## src/rtl/dmem_arbiter_if.sv

```systemverilog
// Bus bundle between the two requesters, the dmem_arbiter and the data memory.
//   p0_*/p1_* : req/we/addr/wdata toward the arbiter, ack/err/rdata back to each requester
//   mem_*     : address, write data, ReadWrite strobe and combinational read data of the memory
//   busy      : arbiter is not idle
//   grant_id  : port owning the current or last transaction
// Modport slave is the arbiter side; modport master is the requester/memory side.
interface dmem_arbiter_if #(
  parameter int unsigned DATA_W = 32
);
  logic              p0_req;
  logic              p0_we;
  logic [31:0]       p0_addr;
  logic [DATA_W-1:0] p0_wdata;
  logic              p0_ack;
  logic              p0_err;
  logic [DATA_W-1:0] p0_rdata;

  logic              p1_req;
  logic              p1_we;
  logic [31:0]       p1_addr;
  logic [DATA_W-1:0] p1_wdata;
  logic              p1_ack;
  logic              p1_err;
  logic [DATA_W-1:0] p1_rdata;

  logic [31:0]       mem_addr;
  logic [DATA_W-1:0] mem_datain;
  logic              mem_rw;
  logic [DATA_W-1:0] mem_dataout;

  logic              busy;
  logic              grant_id;

  modport slave (
    input  p0_req, p0_we, p0_addr, p0_wdata,
    input  p1_req, p1_we, p1_addr, p1_wdata,
    input  mem_dataout,
    output p0_ack, p0_err, p0_rdata,
    output p1_ack, p1_err, p1_rdata,
    output mem_addr, mem_datain, mem_rw,
    output busy, grant_id
  );

  modport master (
    output p0_req, p0_we, p0_addr, p0_wdata,
    output p1_req, p1_we, p1_addr, p1_wdata,
    output mem_dataout,
    input  p0_ack, p0_err, p0_rdata,
    input  p1_ack, p1_err, p1_rdata,
    input  mem_addr, mem_datain, mem_rw,
    input  busy, grant_id
  );
endinterface

```

## src/rtl/dmem_arbiter.sv

```systemverilog
// Two-port arbiter/sequencer in front of a single-port data memory.
// Requests are sampled only in idle, serialised as Idle -> Access -> Done, with round-robin
// tie-break when both ports request. Each transaction ends in a one-cycle ack to the winner,
// with err flagging misaligned or out-of-range addresses (such writes never reach memory).
// Ports:
//   Clock : system clock, all state on posedge
//   Reset : synchronous, active-high
//   bus   : dmem_arbiter_if slave modport (both request ports, memory port, busy, grant_id)
module dmem_arbiter #(
  parameter int unsigned DEPTH_BITS = 5,
  parameter int unsigned DATA_W     = 32
) (
  input logic           Clock,
  input logic           Reset,
  dmem_arbiter_if.slave bus
);

  typedef enum logic [1:0] {StIdle, StAccess, StDone} state_e;

  state_e            state_q, state_d;
  logic              last_grant_q, last_grant_d;
  logic              grant_q, grant_d;
  logic              we_q, we_d;
  logic [31:0]       addr_q, addr_d;
  logic [DATA_W-1:0] wdata_q, wdata_d;
  logic              err_q, err_d;
  logic [DATA_W-1:0] rdata0_q, rdata0_d;
  logic [DATA_W-1:0] rdata1_q, rdata1_d;

  logic              win;
  logic              err0, err1;

  // Misaligned, or any bit above the word index set.
  function automatic logic addr_err(input logic [31:0] a);
    return (a[1:0] != 2'b00) || (a[31:DEPTH_BITS+2] != '0);
  endfunction

  assign err0 = addr_err(bus.p0_addr);
  assign err1 = addr_err(bus.p1_addr);

  always_comb begin
    state_d      = state_q;
    last_grant_d = last_grant_q;
    grant_d      = grant_q;
    we_d         = we_q;
    addr_d       = addr_q;
    wdata_d      = wdata_q;
    err_d        = err_q;
    rdata0_d     = rdata0_q;
    rdata1_d     = rdata1_q;
    win          = 1'b0;

    unique case (state_q)
      StIdle: begin
        if (bus.p0_req || bus.p1_req) begin
          // Contention goes to the port that did not win last time.
          if (bus.p0_req && bus.p1_req) win = ~last_grant_q;
          else                          win = bus.p1_req;
          grant_d      = win;
          last_grant_d = win;
          we_d         = win ? bus.p1_we    : bus.p0_we;
          addr_d       = win ? bus.p1_addr  : bus.p0_addr;
          wdata_d      = win ? bus.p1_wdata : bus.p0_wdata;
          err_d        = win ? err1         : err0;
          state_d      = StAccess;
        end
      end
      StAccess: begin
        if (!we_q) begin
          if (grant_q) rdata1_d = err_q ? '0 : bus.mem_dataout;
          else         rdata0_d = err_q ? '0 : bus.mem_dataout;
        end
        state_d = StDone;
      end
      StDone: state_d = StIdle;
      default: state_d = StIdle;
    endcase
  end

  always_ff @(posedge Clock) begin
    if (Reset) begin
      state_q      <= StIdle;
      last_grant_q <= 1'b1;
      grant_q      <= 1'b0;
      we_q         <= 1'b0;
      addr_q       <= '0;
      wdata_q      <= '0;
      err_q        <= 1'b0;
      rdata0_q     <= '0;
      rdata1_q     <= '0;
    end else begin
      state_q      <= state_d;
      last_grant_q <= last_grant_d;
      grant_q      <= grant_d;
      we_q         <= we_d;
      addr_q       <= addr_d;
      wdata_q      <= wdata_d;
      err_q        <= err_d;
      rdata0_q     <= rdata0_d;
      rdata1_q     <= rdata1_d;
    end
  end

  // Reset gates the strobe combinationally so a write caught mid-access never commits.
  assign bus.mem_rw     = (state_q == StAccess) && we_q && !err_q && !Reset;
  assign bus.mem_addr   = addr_q;
  assign bus.mem_datain = wdata_q;

  assign bus.p0_ack   = (state_q == StDone) && !grant_q;
  assign bus.p1_ack   = (state_q == StDone) &&  grant_q;
  assign bus.p0_err   = (state_q == StDone) && !grant_q && err_q;
  assign bus.p1_err   = (state_q == StDone) &&  grant_q && err_q;
  assign bus.p0_rdata = rdata0_q;
  assign bus.p1_rdata = rdata1_q;
  assign bus.busy     = (state_q != StIdle);
  assign bus.grant_id = grant_q;

endmodule

```

## src/flat_wrapper.sv

```systemverilog
// flat-port wrapper written by rule: the top's interface ports become plain ports
module dmem_arbiter_flat 
#(
  parameter int unsigned DEPTH_BITS = 5,
  parameter int unsigned DATA_W     = 32
)
  (Clock, Reset, bus_p0_req, bus_p0_we, bus_p0_addr, bus_p0_wdata, bus_p1_req, bus_p1_we, bus_p1_addr, bus_p1_wdata, bus_mem_dataout, bus_p0_ack, bus_p0_err, bus_p0_rdata, bus_p1_ack, bus_p1_err, bus_p1_rdata, bus_mem_addr, bus_mem_datain, bus_mem_rw, bus_busy, bus_grant_id);
  dmem_arbiter_if #(.DATA_W(DATA_W)) bus_i ();
  input logic Clock;
  input logic Reset;
  input wire logic [$bits(bus_i.p0_req)-1:0] bus_p0_req;
  input wire logic [$bits(bus_i.p0_we)-1:0] bus_p0_we;
  input wire logic [$bits(bus_i.p0_addr)-1:0] bus_p0_addr;
  input wire logic [$bits(bus_i.p0_wdata)-1:0] bus_p0_wdata;
  input wire logic [$bits(bus_i.p1_req)-1:0] bus_p1_req;
  input wire logic [$bits(bus_i.p1_we)-1:0] bus_p1_we;
  input wire logic [$bits(bus_i.p1_addr)-1:0] bus_p1_addr;
  input wire logic [$bits(bus_i.p1_wdata)-1:0] bus_p1_wdata;
  input wire logic [$bits(bus_i.mem_dataout)-1:0] bus_mem_dataout;
  output wire logic [$bits(bus_i.p0_ack)-1:0] bus_p0_ack;
  output wire logic [$bits(bus_i.p0_err)-1:0] bus_p0_err;
  output wire logic [$bits(bus_i.p0_rdata)-1:0] bus_p0_rdata;
  output wire logic [$bits(bus_i.p1_ack)-1:0] bus_p1_ack;
  output wire logic [$bits(bus_i.p1_err)-1:0] bus_p1_err;
  output wire logic [$bits(bus_i.p1_rdata)-1:0] bus_p1_rdata;
  output wire logic [$bits(bus_i.mem_addr)-1:0] bus_mem_addr;
  output wire logic [$bits(bus_i.mem_datain)-1:0] bus_mem_datain;
  output wire logic [$bits(bus_i.mem_rw)-1:0] bus_mem_rw;
  output wire logic [$bits(bus_i.busy)-1:0] bus_busy;
  output wire logic [$bits(bus_i.grant_id)-1:0] bus_grant_id;
  assign bus_i.p0_req = bus_p0_req;
  assign bus_i.p0_we = bus_p0_we;
  assign bus_i.p0_addr = bus_p0_addr;
  assign bus_i.p0_wdata = bus_p0_wdata;
  assign bus_i.p1_req = bus_p1_req;
  assign bus_i.p1_we = bus_p1_we;
  assign bus_i.p1_addr = bus_p1_addr;
  assign bus_i.p1_wdata = bus_p1_wdata;
  assign bus_i.mem_dataout = bus_mem_dataout;
  assign bus_p0_ack = bus_i.p0_ack;
  assign bus_p0_err = bus_i.p0_err;
  assign bus_p0_rdata = bus_i.p0_rdata;
  assign bus_p1_ack = bus_i.p1_ack;
  assign bus_p1_err = bus_i.p1_err;
  assign bus_p1_rdata = bus_i.p1_rdata;
  assign bus_mem_addr = bus_i.mem_addr;
  assign bus_mem_datain = bus_i.mem_datain;
  assign bus_mem_rw = bus_i.mem_rw;
  assign bus_busy = bus_i.busy;
  assign bus_grant_id = bus_i.grant_id;
  dmem_arbiter #(.DEPTH_BITS(DEPTH_BITS), .DATA_W(DATA_W)) u_core (.Clock(Clock), .Reset(Reset), .bus(bus_i));
endmodule
```

## config.mk

```make
export PLATFORM = sky130hd
export DESIGN_NAME = dmem_arbiter_flat
export DESIGN_NICKNAME = d
export VERILOG_FILES = /design/src/rtl/dmem_arbiter_if.sv /design/src/rtl/dmem_arbiter.sv /design/src/flat_wrapper.sv
export SDC_FILE = /design/constraint.sdc
export NUM_CORES = 1
export LEC_CHECK = 0
export BUFFER_PORTS_ARGS = -buffer_cell sky130_fd_sc_hd__buf_2
export CORE_MARGIN = 5
export CORE_UTILIZATION = 30
export DETAILED_ROUTE_END_ITERATION = 8
export PLACE_DENSITY_LB_ADDON = 0.25
export SLEW_MARGIN = 20
export SYNTH_ARGS = -nofsm -noshare
export SYNTH_HDL_FRONTEND = slang
export SYNTH_SLANG_ARGS = --single-unit
```

## constraint.sdc

```tcl
create_clock -name Clock -period 3.6 [get_ports Clock]
set_input_delay 0.18 -clock Clock [delete_from_list [all_inputs] [get_ports Clock]]
set_output_delay 0.18 -clock Clock [all_outputs]
set_load 0.1 [all_outputs]
```

; After elaboration in Yosys (flattened, before gate mapping)
; Cells that the tools add are included.
[totals]
register_bits = 134
input_bits = 166
wordCells = 48
[classes]
n_eq_ne = 3
n_mux = 10
bitwise = 3
reduce_logical = 23
[op_table]
columns = operator, count
row1 = $mux W32, 3
row2 = $reduce_bool A25 Y1, 2
row3 = $logic_and A1 B1 Y1, 8
row4 = $reduce_and A3 Y1, 2
row5 = $reduce_bool A2 Y1, 3
row6 = $mux W1, 5
row7 = $pmux W2 S2, 1
row8 = $logic_not A1 Y1, 3
row9 = $logic_or A1 B1 Y1, 3
row10 = $not A1 Y1, 3
row11 = $eq A2 B1 Y1 const B, 1
row12 = $eq A2 B2 Y1 const B, 1
row13 = $logic_not A2 Y1, 1
row14 = $mux W2, 1
row15 = $ne A2 B1 Y1 const B, 1
row16 = $reduce_and A2 Y1, 1

; Longest topological paths before layout
[depth]
word_depth = 5
depth_mapped = 7

; Worst setup path before layout
; OpenSTA, ideal clock, no wires.
[synth_timing]
kind = register to output
startpoint = register u_core.grant_q (netlist: u_core.bus.grant_id)
endpoint = output bus_p0_err
arrival_time_ns = 4.041
required_ns = 3.420
setup_slack_ns = -0.621
stages_incl_launch_ff = 3
n_path_buf = 0
cell_sequence = dfxtp_1 nor3b_1 and2_1
[synth_between]
elab_chain_len = 3
[synth_lines]
columns = element, line_no
row1 = start: declaration, dmem_arbiter.sv:22  ; logic grant_q, grant_d;
row2 = start signal: assignment, dmem_arbiter.sv:94  ; grant_q <= grant_d;
row3 = $logic_not A1 Y1, n/a
row4 = $logic_and A1 B1 Y1, n/a
row5 = net bus_p0_ack, flat_wrapper.sv:20  ; output wire logic [$bits(bus_i.p0_ack)-1:0] bus_p0_ack;
row6 = $logic_and A1 B1 Y1, dmem_arbiter.sv:111  ; assign bus.p0_err = (state_q == StDone) && !grant_q && err_q;
row7 = end: declaration, flat_wrapper.sv:21  ; output wire logic [$bits(bus_i.p0_err)-1:0] bus_p0_err;
; The timed path passes the listed nets, and every way through them passes these cells.

; Final worst setup path
[layout_timing]
startpoint = register u_core.state_q[1]
endpoint = register u_core.addr_q[4] (netlist: u_core.bus.mem_addr[4])
[layout_between]
elab_chain_len = 2
[layout_lines]
columns = element, line_no
row1 = start: declaration, dmem_arbiter.sv:20  ; state_e state_q, state_d;
row2 = start signal: assignment, dmem_arbiter.sv:82  ; state_q <= StIdle;
row3 = start signal: assignment, dmem_arbiter.sv:92  ; state_q <= state_d;
row4 = $logic_not A2 Y1, dmem_arbiter.sv:53  ; unique case (state_q)
row5 = $reduce_and A2 Y1 (no line), n/a
row6 = end signal: assignment, dmem_arbiter.sv:96  ; addr_q <= addr_d;
row7 = end: declaration, dmem_arbiter.sv:24  ; logic [31:0] addr_q, addr_d;
; No other way between the ends.
; A chain may end at the register's enable or synchronous reset.

==> results.md <==
- Met3 wire len: 1741 um
- First-pass GRT wire length: 28080 um
- Met1 WL: 7677 um
- Final clock skew: 10.75 ps
- Worst Hold Path Cells: 3
- Router iterations before antenna repair: 4
- CP Max Fanout: 69
- Post-Place Cells: roughly 1100
- Gpl congestion: slightly above 0.8
- DIE WIDTH: 147.9 um
- Power Total: about 5.0 mW
- Clock Root Buffer: clkbuf_16
- CTS tree: done
- Max cap viols: 0
- Final Non-Filler Cells: about 1200
- Final worst setup slack: approximately 1600 ps
- Wire length per cell: 15.26 um
- Die ar.: between 0.02 and 0.025 mm^2
- Slew margin rel.: 0.4405
- Post-synth ARST share: 0
- Worst slew pin tran: around 840 ps
- Buf/Inv on CP: 1
- Cts bufs inserted: 17
- Vias in the first global route: 5333
- Row count: 50
- CP Cell Sequence: nor2_2, o21a_4, buf_12, nor2_1, a211oi_1
- Post-CTS setup buffer count: 0
- Detail Route Antenna Nets: 0
- Filler instances: 1922
- Syn_area_per_cell: 8.768 um^2
- Mux share of post-synthesis cell area: 0.1140
- Fin crit period: 1979 ps
- Resize count post-CTS: 0
- Finished Cell Area: just under 0.008 mm^2
- Mapped Cells: 651
- P&R area growth vs syn: 39.26%
- Die height: approximately 150 um
- Leakage Power: 3.615 nW
- Worst-path clk slew: 60 ps
- Crit path DAT: 2300 ps
- Status: completed
- Post-DP HPWL: 13280 um
- Final Max Tran Viols: 0
- Ys Warns: 0
- IO Pins: about 300
- Max Root-Sink Buffers: 2
- GRT overflow: 0
- Total number of vias: about 5500
- Largest family of logic cells by synthesized area: simple AND/OR/NAND/NOR gates
- Initial antenna violation count: 1
- Nets: between 1000 and 1500
- Largest net degree at the start of global routing: 70
- Syn_nets: about 820
- Xor and xnor area share after synthesis: 0
- Yosys reg bits: ~130
- Finish-stage setup viols: 0
- Largest delay share family, worst path: compound AO/OA/AOI/OAI gates
- Fraction of layout cells with a size suffix above 1: 0.3757
- Iteration-0 DRC Markers: 195
- IO Port Bufs: 300
- DRC: 0
- Post-synthesis compound-gate area fraction: 0.1541
- Peak supply drop: approximately 0.32 mV
- Post-synthesis adder-cell area fraction: 0
- Worst r2r path cells: 5
- Slowest Stage Delay on Critical Path: 660 ps
- Crit path kind: flip-flop to flip-flop
- Hold Buf Count CTS: 0
- Reg-to-reg setup timing slack: approximately 1600 ps
- Tightest Hold Check Type: input pin to flip-flop
- PD cells: 624.9 mW/mm^2
- Crit path required time: 3920 ps
- Fin util: 0.4250
- Top sig layer: met5
- Post-placement setup slack: 1550 ps
- Seq/Total Area, Yosys: 0.4700
- Max Clock Freq: ~510 MHz
- Ant diodes: 0
- WP depth: 5
- Placed Area: 0.007298 mm^2
- H-tree levels: 4
- Routed vias/inst: 4.667
- Mapped Area: 0.005708 mm^2
- Crit path capture type: flip-flop
- Reg area: 0.002683 mm^2
- Final wirelength: 17870 um
- Multi-input gate area: roughly 0.0027 mm^2
- Cell variety after synth: 36
- Synth Area in Simple Gates: 0.2014
- Number of flops mapped to enable cells by yosys: 0
- Worst-skew pair later-pin latency: 420 ps
- GRT Util Overall: 0.1599
- Clock sinks: 134
- Unrepaired setup endpoints after global routing: no
- Final Hold Viols: 0
- Hold WS: 93.91 ps
- Core ar.: 0.01871 mm^2
- Initial Util: 0.3052
- CP max stage cell: o21a_4
- Main flop type after synthesis: dfxtp_1
- Fin crit share: 0.5497
- Worst setup SP type: flip-flop
- Setup tns final: 0 ps
- Met2 wire length: 8322 um
Yosys cell counts (all sizes together) (2+ instances only):
cell	n	area, um^2
buf	36	266.5
nand4	3	18.77
a211oi	66	515.5
nor2	70	265.3
clkbuf	19	75.07
nor3b	2	20.02
nand2	129	484.2
nor4	12	75.07
a21oi	64	320.3
nor3	3	20.02
nor2b	33	206.5
mux2i	65	650.6
and2	2	12.51
dfxtp	134	2683
layer usage:
| layer | vias up | GRT usage |
|---|---|---|
| li1 | 2795 | - |
| met1 | 2457 | 0.1951 |
| met2 | 202 | 0.2606 |
| met3 | 9 | 0.07143 |
| met4 | 2 | 0.03741 |
| met5 | - | 0 |
flip-flops by register name, indices dropped and copies added (netlist names):
register               count
u_core.bus.p1_rdata       32
u_core.bus.grant_id        1
u_core.err_q               1
u_core.last_grant_q        1
u_core.bus.p0_rdata       32
u_core.we_q                1
u_core.bus.mem_addr       32
u_core.bus.mem_datain     32
u_core.state_q             2
kinds of logic after synthesis:
| logic type | count (synthesis) |
|---|---|
| simple gates | 260 |
| flops | 134 |
| mux | 65 |
| buf+inv | 56 |
| compound gates | 136 |
worst paths after layout:
| path | startpoint | to |
|---|---|---|
| hold reg to reg | u_core.bus.p0_rdata[3] | u_core.bus.p0_rdata[3] |
| hold / removal | bus_p0_wdata[1] | u_core.bus.mem_datain[1] |
| setup / recovery | u_core.state_q[1] | u_core.bus.mem_addr[4] |
| setup reg to reg | u_core.state_q[1] | u_core.bus.mem_addr[4] |
layout make-up:
class,instances,area share
Multi-Input combinational cell,461,0.3425
Clock inverter,10,0.02094
Sequential cell,134,0.3375
Inverter,1,0.0004722
Timing Repair Buffer,309,0.2008
Clock buffer,22,0.06092
Tap cell,234,0.03683
report_power, final:
part	internal [mW]	leakage, nW	switching (mW)
logic	0.290	2.20	1.13
clock network	1.24	0.313	0.651
registers	1.60	1.10	0.0610
tightest hold or removal path, stage by stage:
cell and delay [ps]:
buf_2 90, mux2i_1 110, a211oi_1 80
cells in the final DEF, fill, tap and decap left out, drive strengths merged:
master and n:
and2 2, clkbuf 22, bufinv 4, clkinv 2, a21boi 1, nor2 70
nor3 3, dfxtp 134, nand4 3, mux2i 65, or3 1, nor2b 33
a21oi 64, nor4 12, nor3b 2, clkinvlp 2, inv 3, nand2b 1
a211oi 66, o21a 1, a221o 1, o22ai 1, o21ai 1, nand2 129
or3b 1, a22oi 1, nor4b 1, nand4b 1, buf 309, and3b 1
Note: power is estimated with default switching activity, not from simulation.
